[src/rtl/convo_relu_maxpool.sv]
// ReLU with 8-bit saturation followed by 2x2 stride-2 max pooling over a raster-order
// convolution sample stream; emits one pooled pixel per completed 2x2 window.
module convo_relu_maxpool #(
  parameter int unsigned N     = 10,
  parameter int unsigned IN_W  = 13,
  parameter int unsigned OUT_W = 8
) (
  input  logic             clk,
  input  logic             reset,
  input  logic [IN_W-1:0]  conv_in,
  input  logic             conv_valid,
  output logic [OUT_W-1:0] pool_out,
  output logic             pool_valid,
  output logic             pool_last,
  output logic             frame_busy
);

  localparam int unsigned M    = N - 2;
  localparam int unsigned Half = M / 2;
  localparam int unsigned CW   = (M > 1) ? $clog2(M) : 1;
  localparam int unsigned BW   = (Half > 1) ? $clog2(Half) : 1;
  localparam logic [CW-1:0] LastIdx = CW'(M - 1);

  logic [CW-1:0]    col_q, col_d, row_q, row_d;
  logic [OUT_W-1:0] held_q, held_d;
  logic [OUT_W-1:0] row_buf_q [Half];
  logic [OUT_W-1:0] out_q, out_d;
  logic             valid_q, valid_d, last_q, last_d, busy_q, busy_d;

  logic [OUT_W-1:0] relu, pair_max, buf_rd, pool_max;
  logic [BW-1:0]    buf_idx;
  logic             col_last, row_last, buf_we;

  // Negative -> 0; anything above the unsigned output range clips to all-ones.
  always_comb begin
    relu = conv_in[OUT_W-1:0];
    if (conv_in[IN_W-1]) begin
      relu = '0;
    end else if (|conv_in[IN_W-2:OUT_W]) begin
      relu = '1;
    end
  end

  assign buf_idx  = BW'(col_q >> 1);
  assign buf_rd   = row_buf_q[buf_idx];
  assign pair_max = (held_q > relu) ? held_q : relu;
  assign pool_max = (buf_rd > pair_max) ? buf_rd : pair_max;
  assign col_last = (col_q == LastIdx);
  assign row_last = (row_q == LastIdx);
  assign buf_we   = conv_valid && col_q[0] && !row_q[0];

  always_comb begin
    col_d   = col_q;
    row_d   = row_q;
    held_d  = held_q;
    out_d   = out_q;
    valid_d = 1'b0;
    last_d  = 1'b0;
    busy_d  = busy_q;
    if (conv_valid) begin
      busy_d = 1'b1;
      if (!col_q[0]) begin
        held_d = relu;
      end
      if (col_last) begin
        col_d = '0;
        row_d = row_last ? '0 : row_q + 1'b1;
      end else begin
        col_d = col_q + 1'b1;
      end
      if (col_q[0] && row_q[0]) begin
        out_d   = pool_max;
        valid_d = 1'b1;
        last_d  = col_last && row_last;
      end
      // Busy drops in the same cycle the final pixel is presented.
      if (col_last && row_last) begin
        busy_d = 1'b0;
      end
    end
  end

  always_ff @(posedge clk or negedge reset) begin
    if (!reset) begin
      col_q   <= '0;
      row_q   <= '0;
      held_q  <= '0;
      out_q   <= '0;
      valid_q <= 1'b0;
      last_q  <= 1'b0;
      busy_q  <= 1'b0;
    end else begin
      col_q   <= col_d;
      row_q   <= row_d;
      held_q  <= held_d;
      out_q   <= out_d;
      valid_q <= valid_d;
      last_q  <= last_d;
      busy_q  <= busy_d;
    end
  end

  // Row buffer contents are fully rewritten by each even row before being read.
  always_ff @(posedge clk) begin
    if (buf_we) begin
      row_buf_q[buf_idx] <= pair_max;
    end
  end

  assign pool_out   = out_q;
  assign pool_valid = valid_q;
  assign pool_last  = last_q;
  assign frame_busy = busy_q;

endmodule
[config.mk]
export PLATFORM = sky130hd
export DESIGN_NAME = convo_relu_maxpool
export DESIGN_NICKNAME = d
export VERILOG_FILES = /design/src/rtl/convo_relu_maxpool.sv
export SDC_FILE = /design/constraint.sdc
export NUM_CORES = 1
export LEC_CHECK = 0
export CAP_MARGIN = 10
export CORE_AREA = 2 2 75 77
export CTS_CLUSTER_DIAMETER = 200
export DETAILED_ROUTE_END_ITERATION = 6
export DIE_AREA = 0 0 77 79
export PLACE_DENSITY = 0.78
export SLEW_MARGIN = 0
export SYNTH_ARGS = -nofsm -noshare
export SYNTH_HDL_FRONTEND = slang
export SYNTH_SLANG_ARGS = --single-unit
[constraint.sdc]
create_clock -name clk -period 3.68 [get_ports clk]
set_input_delay 0.368 -clock clk [delete_from_list [all_inputs] [get_ports clk]]
set_output_delay 0.368 -clock clk [all_outputs]
set_load 0.01 [all_outputs]
After elaboration in Yosys (flattened, before gate mapping)
Memory sizes are Yosys's and may differ from the RTL's.
Index checks and enable logic that the tools add are counted.
{ "op_classes": {"addsub": 2, "n_lt_le_gt_ge": 2, "n_eq_ne": 2, "muxes": 13, "n_bitwise": 1, "reduce_logical": 9} }
{ "op_table": {"columns": ["op", "n"], "rows": [
  ["$mux W8", 4],
  ["$gt A8 B8 Y1", 2],
  ["$mux W1", 7],
  ["$add A3 B1 Y3 const B", 2],
  ["$eq A3 B3 Y1 const B", 2],
  ["$mux W3", 2],
  ["$reduce_and A2 Y1", 3],
  ["$logic_and A1 B1 Y1", 4],
  ["$reduce_or A4 Y1", 1],
  ["$logic_not A1 Y1", 1],
  ["$not A1 Y1", 1]
]} }
{ "totals": {"reg_bits": 25, "mem_bits_rw": 32, "input_bits": 16, "output_inout_bits": 11, "mem_count": 1} }
{ "memory_table": {"columns": ["memory", "depth", "width", "read_ports", "rd_ports_with_merged_regs", "write_ports", "line", "rtl"], "rows": [
  ["row_buf_q", 4, 8, 1, 0, 1, "26", "logic [OUT_W-1:0] row_buf_q [Half];"]
]} }

Depth between registers and ports, before layout
Gate-level depths: netlist (run 1).
{ "depth": {"depth_word": 7, "depth_mapped": 20} }

Least setup slack after synthesis (run 1)
Ideal clock, no wire load.
{ "synth_path": {"kind": "input-to-reg", "from": "in conv_in[11]", "to": "reg out_q[0] (netlist: pool_out[0])", "arrival_time_ns": 3.904, "slack_ns": -0.344, "path_stages": 19, "path_cell_list": "or4_4 -> buf_6 -> nor2_1 -> nor2_1 -> inv_1 -> ha_1 -> a211oi_2 -> o211ai_1 -> and2_1 -> buf_2 -> a21oi_1 -> a31oi_2 -> ha_1 -> and3_1 -> a221o_1 -> a22oi_1 -> buf_2 -> o31ai_1 -> a31o_1"} }
{ "synth_via": {"elab_chain_cells": 7} }
{ "synth_rtl": {"columns": ["item", "line", "rtl"], "rows": [
  ["from (decl)", "10", "input logic [IN_W-1:0] conv_in,"],
  ["$reduce_or A4 Y1 *", "39", "end else if (|conv_in[IN_W-2:OUT_W]) begin"],
  ["$mux W8 *", "39", null],
  ["$mux W8 *", "37", "if (conv_in[IN_W-1]) begin"],
  ["$gt A8 B8 Y1", "46", "assign pair_max = (held_q > relu) ? held_q : relu;"],
  ["$mux W8 *", "46", null],
  ["$gt A8 B8 Y1", "47", "assign pool_max = (buf_rd > pair_max) ? buf_rd : pair_max;"],
  ["$mux W8 *", "47", null],
  ["to (signal assigned)", "96", "out_q <= out_d;"],
  ["to (decl)", "27", "logic [OUT_W-1:0] out_q, out_d;"]
]} }
Mark *: on every way between the ends. The rest lies on a longest branch, timed or not.
A chain may end at the register's enable or synchronous reset.

Final worst setup path (run 1)
{ "layout_path": {"from": "in conv_in[9]", "to": "reg out_q[0] (netlist: pool_out[0])"} }
{ "layout_via": {"elab_chain_cells": 7} }
{ "layout_rtl": {"columns": ["item", "line", "rtl"], "rows": [
  ["$reduce_or A4 Y1 *", "39", null],
  ["$mux W8 *", "39", null],
  ["$mux W8 *", "37", null],
  ["$gt A8 B8 Y1", "46", null],
  ["$mux W8 *", "46", null],
  ["net pair_max[5]", "30", "logic [OUT_W-1:0] relu, pair_max, buf_rd, pool_max;"],
  ["$gt A8 B8 Y1 *", "47", null],
  ["$mux W8 *", "47", null]
]} }
Mark *: on every way through the listed nets, which the timed path passes. The rest lies on a longest branch.

==> impl_metrics.ini, run 1 <==
[global_route]
grt_max_degree = 26
grt.total_usage_pct = 23.10
antenna_found_initial = 0
grt_pass1_wl_mm = 10.53
grt_pass1_vias = 2189
overflow = 0

[floorplanning]
die_width_um = 77
die_area_um2 = 6083
placementRows = 27
initial_utilization_pct = 54.41
core_area_um2 = 5338
dieHeight_um = 79
ioPinCount = 27

[setup_path]
cp_top_family = compound AO/OA/AOI/OAI gates
cpMostUsedCell = buf_6
path_cells = buf_6 -> or4_4 -> o21bai_4 -> ha_4 -> nor2b_1 -> o211ai_1 -> buf_4 -> o2111ai_4 -> buf_6 -> nand2_4 -> buf_6 -> a21o_1 -> inv_2 -> ha_4 -> and4_4 -> a21boi_1 -> a22oi_2 -> buf_6 -> buf_4 -> a31o_1
path_max_fanout = 7
max_stage_delay_ps = 620
slowest_stage = or4_4
critPathKind = in2reg
crit_path_start_kind = primary input
crit_arrival_ps = 4000
cp.buffers_inverters = 7
worst_ep_required_time_ps = 3900
worstSetupEndpointType = flip-flop

[drt]
drt_first_pass_iters = 4
wl_mm = 6.774
num_vias = 2147
detail-route-antenna-nets = 0
via_per_inst = 5.606
wl_per_cell_um = 17.69
drc = 0
drtIter0Drc = 132

[synthesis]
syn_inst = 235
ys_types = 43
syn-num-nets = 271
async_flop_share_pct = 43.86
synth_seq_area_share_pct = 54.63
yosys_register_bits = 57
synth_edf_count = 32
avgSynthCellArea_um2 = 12.36
synth_warnings = 0
synth.cell_area_um2 = 2904
ys.flop_type = edfxtp_1

[power_and_ir_drop]
p_leak_nw = 1.658
vdd_ir_drop_max_v = 0.0005397
pwr_density_cell_nw_per_um2 = 818.3
p_total_mw = 3.361

[flow_run]
drv_cap = 0

[placement]
port_buffers = 26
gp_congestion = 0.8581
dp.cells = 355
dp_hpwl_mm = 4.466

[clock_network]
cts_hold_buf = 0
clk_path_buf_depth = 2
clock-sinks = 57
htree_levels = 3
clk_pin_slew_worst_paths_ps = 70
clock_latency_ps = 330
cts_tree = done
cts_buffers = 9
cts-root-buf = clkbuf_8

[timing]
finalCriticalPeriod_ps = 3780
worst_pin_slew_ps = 757.3
fmax_mhz = 264.5
setup_viol = 8
hold_violations = 0
finalCritPeriodShare_pct = 102.7
slew_headroom_pct = 49.32
rsz0062_at_grt = true
clock-skew-final_ps = 8.206
setup_slack_ps = -100.2
slew_violations = 0

[run_status]
status = finished, violations left
violations = negative setup slack

[finish]
instances_no_fill = 383
layout_common_cells = buf_4, edfxtp_1, dfrtp_1
drive_gt1_share_pct = 42.12
layout_commonest_cell = buf_4
fin_nets = 342
diodes = 0
area_growth_pct = 41.45

[min_path]
hold_path_class = in2async
==> sequential cells by signal, indices dropped and copies added (netlist names) <==
register / cells
col_q: 3
frame_busy: 1
held_q: 8
pool_last: 1
pool_out: 8
pool_valid: 1
row_buf_q: 32
row_q: 3
==> layer usage <==
metal	share of wire (%)	track usage [%]	vias to the layer above
li1	-	-	1017
met1	41	27.93	1060
met2	52	40.00	52
met3	4.1	4.659	18
met4	2.3	11.07	0
met5	0	0	-
==> worst reg2reg max path, delay by kind of cell (launching register included) <==
kind | cells | cell delay (ps)
AOI/OAI and AO/OA | 6 | 1030
buffers and inverters | 6 | 780
adders and majority gates | 2 | 550
DFF | 1 | 470
and+or+nand+nor | 3 | 400
==> report_power, final <==
| part | leakage, nW | total, mW | internal, mW | switching (mW) |
|---|---|---|---|---|
| clock network | 0.0970 | 0.534 | 0.299 | 0.235 |
| registers | 0.601 | 1.04 | 0.868 | 0.171 |
| logic | 0.960 | 1.79 | 0.915 | 0.873 |
| total | 1.66 | 3.36 | 2.08 | 1.28 |
==> path summary, 6_finish.rpt <==
| kind | end | cells after the start | slack, ps | start |
|---|---|---|---|---|
| hold reg to reg | pool_out[5]$_DFFE_PN0P_ | 2 | 510 | pool_out[5]$_DFFE_PN0P_ |
| hold / removal | held_q[0]$_DFFE_PN0P_ | 1 | 330 | reset |
| max in group asynchronous | pool_out[7]$_DFFE_PN0P_ | 2 | 2910 | reset |
| min in group clk | pool_out[5]$_DFFE_PN0P_ | 2 | 510 | pool_out[5]$_DFFE_PN0P_ |
| setup / recovery | pool_out[0]$_DFFE_PN0P_ | 20 | -100 | conv_in[9] |
| setup reg to reg | pool_out[0]$_DFFE_PN0P_ | 17 | 350 | held_q[1]$_DFFE_PN0P_ |
==> per-stage QoR <==
step	utilization [%]	cell area (um^2)	setup slack (ps)	hold slack [ps]	TNS (ps)
global route	76.96	4108	-229.9	336.5	-1722
finish	76.96	4108	-100.2	332.1	-595.3
floorplan	-	3037	-133.1	72.41	-733.0
CTS	73.70	3934	-39.77	519.7	-83.85
global placement	66.71	3561	-639.6	488.7	-4750
detailed placement	66.71	3561	-712.2	500.2	-5102
==> cell usage after synthesis, types with 2 or more instances <==
library cell	number	area, um^2
ha_1	20	250.2
and3_1	3	18.77
edfxtp_1	32	960.9
o21ai_1	7	35.03
inv_1	14	52.55
nand2b_1	2	12.51
nand2_1	23	86.33
nor2_1	15	56.30
o211ai_1	2	15.01
a21oi_1	15	75.07
o21bai_2	5	56.30
mux4_2	8	180.2
nand4_1	2	12.51
dfrtp_1	25	625.6
nand3_1	4	20.02
a31oi_2	5	62.56
buf_2	6	30.03
a21o_1	4	30.03
clkbuf_1	2	7.510
mux2_2	4	45.04
o21ai_0	14	70.07
o31ai_1	2	15.01
==> kinds of logic after synthesis <==
kind of cell	Yosys count	share of synthesized area (%)
AND/OR/NAND/NOR	58	9.737
AO/OA/AOI/OAI	62	14.86
multiplexers	13	8.272
buffers and inverters	25	3.878
adder cells (fa/ha/maj)	20	8.617
flip-flops	57	54.63
==> repair_timing <==
action,CTS,global route
buffers inserted,5,5
gates cloned,2,0
resized for setup,40,29
pin swaps,20,21
endpoints found under the setup margin,8,8
==> final cells by class <==
cell class,instances,area (um^2)
Sequential cell,57,1587
Multi-Input combinational cell,154,1549
Fill cell,324,1230
Timing Repair Buffer,70,645.6
Clock buffer,14,172.7
Tap cell,72,90.09
Inverter,14,52.55
Clock inverter,2,11.26
Note: power is estimated with default switching activity, not from simulation.
==> run 2, diff against run 1 <==
==> constraint.sdc (replaced) <==
create_clock -name clk -period 4.1 [get_ports clk]
set_input_delay 0.41 -clock clk [delete_from_list [all_inputs] [get_ports clk]]
set_output_delay 0.41 -clock clk [all_outputs]
set_load 0.01 [all_outputs]
==> impl_metrics.ini, run 2 (same netlist as run 1, synthesis figures left out) <==
[floorplanning]
dieHeight_um = 79
initial_utilization_pct = 54.41
placementRows = 27
die_width_um = 77
core_area_um2 = 5338
ioPinCount = 27
die_area_um2 = 6083

[setup_path]
worstSetupEndpointType = flip-flop
worst_ep_required_time_ps = 4330
rr_startpoint = held_q[1]$_DFFE_PN0P_
crit_path_start_kind = primary input
critPathKind = in2reg
startpoint = conv_in[10]
path_max_fanout = 7
crit_arrival_ps = 4480

[timing]
fmax_mhz = 235.0
slew_headroom_pct = 51.23
setup_viol = 8
finalCritPeriodShare_pct = 103.8
clock-skew-final_ps = 9.404
setup_slack_ps = -154.6
worst_pin_slew_ps = 728.9
hold_violations = 0
finalCriticalPeriod_ps = 4255
slew_violations = 0
rsz0062_at_grt = true

[min_path]
hold_path_class = in2async

[run_status]
violations = negative setup slack
status = finished, violations left

[finish]
diodes = 0
drive_gt1_share_pct = 36.93
layout_common_cells = buf_4, edfxtp_1, dfrtp_1, clkdlybuf4s50_1, nand2_1
fin_nets = 337
instances_no_fill = 378
postLayoutCoreUtil_pct = 74.14
regMostFlops = row_buf_q
largest_reg_flops = 32
area_growth_pct = 36.28

[clock_network]
clk_path_buf_depth = 2
clk_pin_slew_worst_paths_ps = 70
cts-root-buf = clkbuf_8
cts_hold_buf = 0
clock_latency_ps = 350
clock-sinks = 57
cts_tree = done
htree_levels = 3
cts_buffers = 9

[drt]
drtIter0Drc = 130
drt_first_pass_iters = 4
wl_per_cell_um = 20.06
num_vias = 2267
drc = 0
via_per_inst = 5.997
wl_mm = 7.582
detail-route-antenna-nets = 0

[flow_run]
drv_cap = 0

[placement]
dp.cells = 355
dp_hpwl_mm = 4.545
gp_congestion = 0.8624
port_buffers = 26
dp_slack_ps = -489.7

[power_and_ir_drop]
pwr_density_cell_nw_per_um2 = 734.7
vdd_ir_drop_max_v = 0.0004673
p_leak_nw = 1.610
p_total_mw = 2.908

[global_route]
grt_pass1_wl_mm = 9.818
grt_pass1_vias = 2022
grt_max_degree = 26
overflow = 0
grt.total_usage_pct = 21.74
antenna_found_initial = 0
==> run 2: report_power, final <==
| part | total, mW | internal, mW | switching, mW |
|---|---|---|---|
| clock | 0.495 | 0.269 | 0.226 |
| sequential | 0.926 | 0.779 | 0.147 |
| combinational | 1.49 | 0.724 | 0.763 |
| total | 2.91 | 1.77 | 1.14 |
==> run 2: repair_timing <==
item,CTS,global route
pin swaps,1,22
gates resized for setup,2,56
setup buffers,2,3
cloned,0,2
endpoints found under the setup margin,8,8
==> run 2: area by class of cell <==
cell class	count	area (um^2)
well taps	72	90.09
flip-flops and latches	57	1587
fillers	348	1380
clock buffers	14	172.7
clock inverters	2	13.76
inverters	14	52.55
repair buffers	65	579.3
multi-input cells	154	1463
==> run 2: worst paths after layout <==
| path | cells after the start | slack [ps] | end |
|---|---|---|---|
| min in group clk | 2 | 500 | pool_out[3]$_DFFE_PN0P_ |
| max | 19 | -150 | pool_out[5]$_DFFE_PN0P_ |
| min reg2reg | 2 | 500 | pool_out[3]$_DFFE_PN0P_ |
| min | 2 | 440 | pool_out[5]$_DFFE_PN0P_ |
| max in group asynchronous | 2 | 3390 | pool_out[7]$_DFFE_PN0P_ |
| max reg2reg | 16 | 670 | pool_out[5]$_DFFE_PN0P_ |
==> run 2: metrics by stage <==
stage / hold WS (ps) / instance area (um^2) / setup TNS [ps]
after floorplan: 114.4 / 2904 / 0
after global placement: 485.5 / 3442 / -2523
after detailed placement: 495.8 / 3442 / -3618
after CTS: 435.3 / 3646 / 0
after global routing: 468.1 / 3958 / -2101
final: 442.7 / 3958 / -1106
==> run 2: critical path, cell delays in order <==
cell             delay (ps)
clkdlybuf4s50_1         430
or4_4                   610
o21bai_4                210
ha_4                    230
nor2b_4                 130
o211ai_1                370
o2111ai_4               210
buf_8                   210
nand2_4                  70
a21o_1                  160
inv_2                    50
ha_4                    210
and3_4                  180
a221o_1                 340
a22oi_2                 250
buf_6                   180
o21ai_2                  60
a21oi_2                 110
o21ai_1                  70
==> run 2: layer usage <==
layer | GRT usage (%) | wire length (um)
met1 | 27.09 | 3046
met2 | 36.14 | 3894
met3 | 5.909 | 342
met4 | 9.107 | 298
met5 | 0 | 0
==> run 3, diff against run 2 <==
--- a/config.mk
+++ b/config.mk
@@ -6,11 +6,11 @@
 export NUM_CORES = 1
 export LEC_CHECK = 0
 export CAP_MARGIN = 10
-export CORE_AREA = 2 2 75 77
+export CORE_AREA = 2 2 80 82
 export CTS_CLUSTER_DIAMETER = 200
 export DETAILED_ROUTE_END_ITERATION = 6
-export DIE_AREA = 0 0 77 79
-export PLACE_DENSITY = 0.78
+export DIE_AREA = 0 0 82 84
+export PLACE_DENSITY = 0.7
 export SLEW_MARGIN = 0
 export SYNTH_ARGS = -nofsm -noshare
 export SYNTH_HDL_FRONTEND = slang
==> constraint.sdc (replaced) <==
create_clock -name clk -period 5.4 [get_ports clk]
set_input_delay 0.54 -clock clk [delete_from_list [all_inputs] [get_ports clk]]
set_output_delay 0.54 -clock clk [all_outputs]
set_load 0.01 [all_outputs]
==> impl_metrics.ini, run 3 (same netlist as run 1, synthesis figures left out) <==
[drt]
drt_first_pass_iters = 4
via_per_inst = 5.550
wl_per_cell_um = 16.45
num_vias = 1926
drc = 0
wl_mm = 5.707
detail-route-antenna-nets = 0
drtIter0Drc = 102

[finish]
area_growth_pct = 18.35
multi_input_area_um2 = 1205
drive_gt1_share_pct = 16.67
layout_commonest_cell = edfxtp_1
regMostFlops = row_buf_q
diodes = 0
fillers = 522
seq_area_um2 = 1587
layout_common_cells = edfxtp_1, clkdlybuf4s50_1, dfrtp_1
largest_reg_flops = 32
postLayoutCoreUtil_pct = 56.38
fin_nets = 301

[setup_path]
crit_arrival_ps = 4910
max_stage_delay_ps = 650
reg2reg_setup_slack_ps = 1720
rr_endpoint = pool_out[5]$_DFFE_PN0P_
crit_path_start_kind = primary input
rr_startpoint = held_q[7]$_DFFE_PN0P_
worstSetupEndpointType = flip-flop
path_max_fanout = 12
critPathKind = in2reg
worst_ep_required_time_ps = 5620
path_cells = clkdlybuf4s50_1 -> or4_4 -> nor2_1 -> nor2_1 -> inv_1 -> ha_1 -> a211oi_2 -> o211ai_1 -> and2_1 -> nand2_1 -> a21o_1 -> inv_1 -> ha_1 -> and3_1 -> a221o_1 -> a22oi_1 -> buf_4 -> o21ai_0 -> a21oi_1 -> o21ai_1
slowest_stage = or4_4
r2r_cells = 15

[floorplanning]
ioPinCount = 27
dieHeight_um = 84
initial_utilization_pct = 47.64
die_width_um = 82
die_area_um2 = 6888
placementRows = 29
core_area_um2 = 6096

[timing]
hold_violations = 0
finalCriticalPeriod_ps = 4688
finalCritPeriodShare_pct = 86.82
whs_ps = 497.1
worst_pin_slew_ps = 766.5
slew_violations = 0
clock-skew-final_ps = 10.18
rsz0062_at_grt = false
slew_headroom_pct = 48.71
fmax_mhz = 213.3
final.setup.tns_ps = 0
setup_viol = 0

[global_route]
grt_pass1_vias = 1918
overflow = 0
grt_pass1_wl_mm = 9.252
antenna_found_initial = 0
grt_max_degree = 26
grt.total_usage_pct = 18.43

[placement]
dp_hpwl_mm = 4.198
port_buffers = 26
gp_congestion = 0.8842

[clock_network]
cts.repair.resized = 0
cts_buffers = 9
postCtsSetupRepairBufs = 0
clock-sinks = 57
cts_tree = done
clk_pin_slew_worst_paths_ps = 60
clock_latency_ps = 340
cts-root-buf = clkbuf_8
cts_hold_buf = 0
htree_levels = 3
clk_path_buf_depth = 2

[power_and_ir_drop]
vdd_ir_drop_max_v = 0.0002157
p_leak_nw = 1.396
pwr_density_cell_nw_per_um2 = 521.7

[flow_run]
drv_cap = 0

[min_path]
hold_path_class = in2async

[run_status]
status = completed
==> run 3: cell count changes in the layout (fill, tap and decap cells not counted), moves of 4 or more <==
cell     change
ha_1         +7
a21oi_2      -4
buf_6        -5
buf_4       -29
nor2_1       +4
ha_4         -6
a21oi_1      +7
==> run 3: stage by stage <==
stage / power (mW) / setup slack (ps) / cell area (um^2) / instances
6_report: 1.793 / 711.5 / 3437 / 347
5_1_grt: 1.931 / 384.0 / 3437 / 347
4_1_cts: 1.805 / 731.3 / 3410 / 346
3_5_place_dp: 1.427 / 382.8 / 3223 / 330
3_3_place_gp: 1.401 / 499.7 / 3223 / 330
2_1_floorplan: 1.192 / 1204 / 2904 / 235
==> run 3: area by class of cell <==
type / instances / share of cell area (%)
clock inverter: 6 / 1.711
tap: 77 / 2.803
multi-input combinational: 153 / 35.06
sequential: 57 / 46.16
timing repair buffer: 30 / 9.028
inverter: 14 / 1.529
clock buffer: 10 / 3.713
==> run 3: worst max-delay path: cells and delay by family <==
family	cells	cell delay (ps)
buf+inv	4	750
fa+ha+maj	2	530
compound gates	8	1460
simple gates	6	1650
==> run 3: report_power, final <==
part / total [mW] / switching [mW] / internal [mW] / leakage, nW
clock: 0.375 / 0.166 / 0.210 / 0.0913
combinational: 0.724 / 0.388 / 0.336 / 0.703
sequential: 0.694 / 0.103 / 0.591 / 0.601
total: 1.79 / 0.656 / 1.14 / 1.40
==> run 3: per-layer routing <==
metal	part of all wire (%)	up-vias	track usage, %	wire [um]
met5	0	-	0	0
met4	2.9	0	10.61	168
met3	4.0	13	4.221	227
met2	46	43	26.90	2623
met1	47	935	24.96	2687
li1	-	935	-	-
==> run 3: worst max-delay path by stage <==
stage	start	end	slack, ps	cells past startpoint
6_report	conv_in[11]	pool_out[5]$_DFFE_PN0P_	710	20
5_1_grt	conv_in[11]	pool_out[5]$_DFFE_PN0P_	380	20
4_1_cts	conv_in[11]	pool_out[5]$_DFFE_PN0P_	730	20
3_5_place_dp	conv_in[11]	pool_out[5]$_DFFE_PN0P_	380	20
3_3_place_gp	conv_in[11]	pool_out[5]$_DFFE_PN0P_	500	20
2_1_floorplan	conv_in[11]	pool_out[0]$_DFFE_PN0P_	1200	19
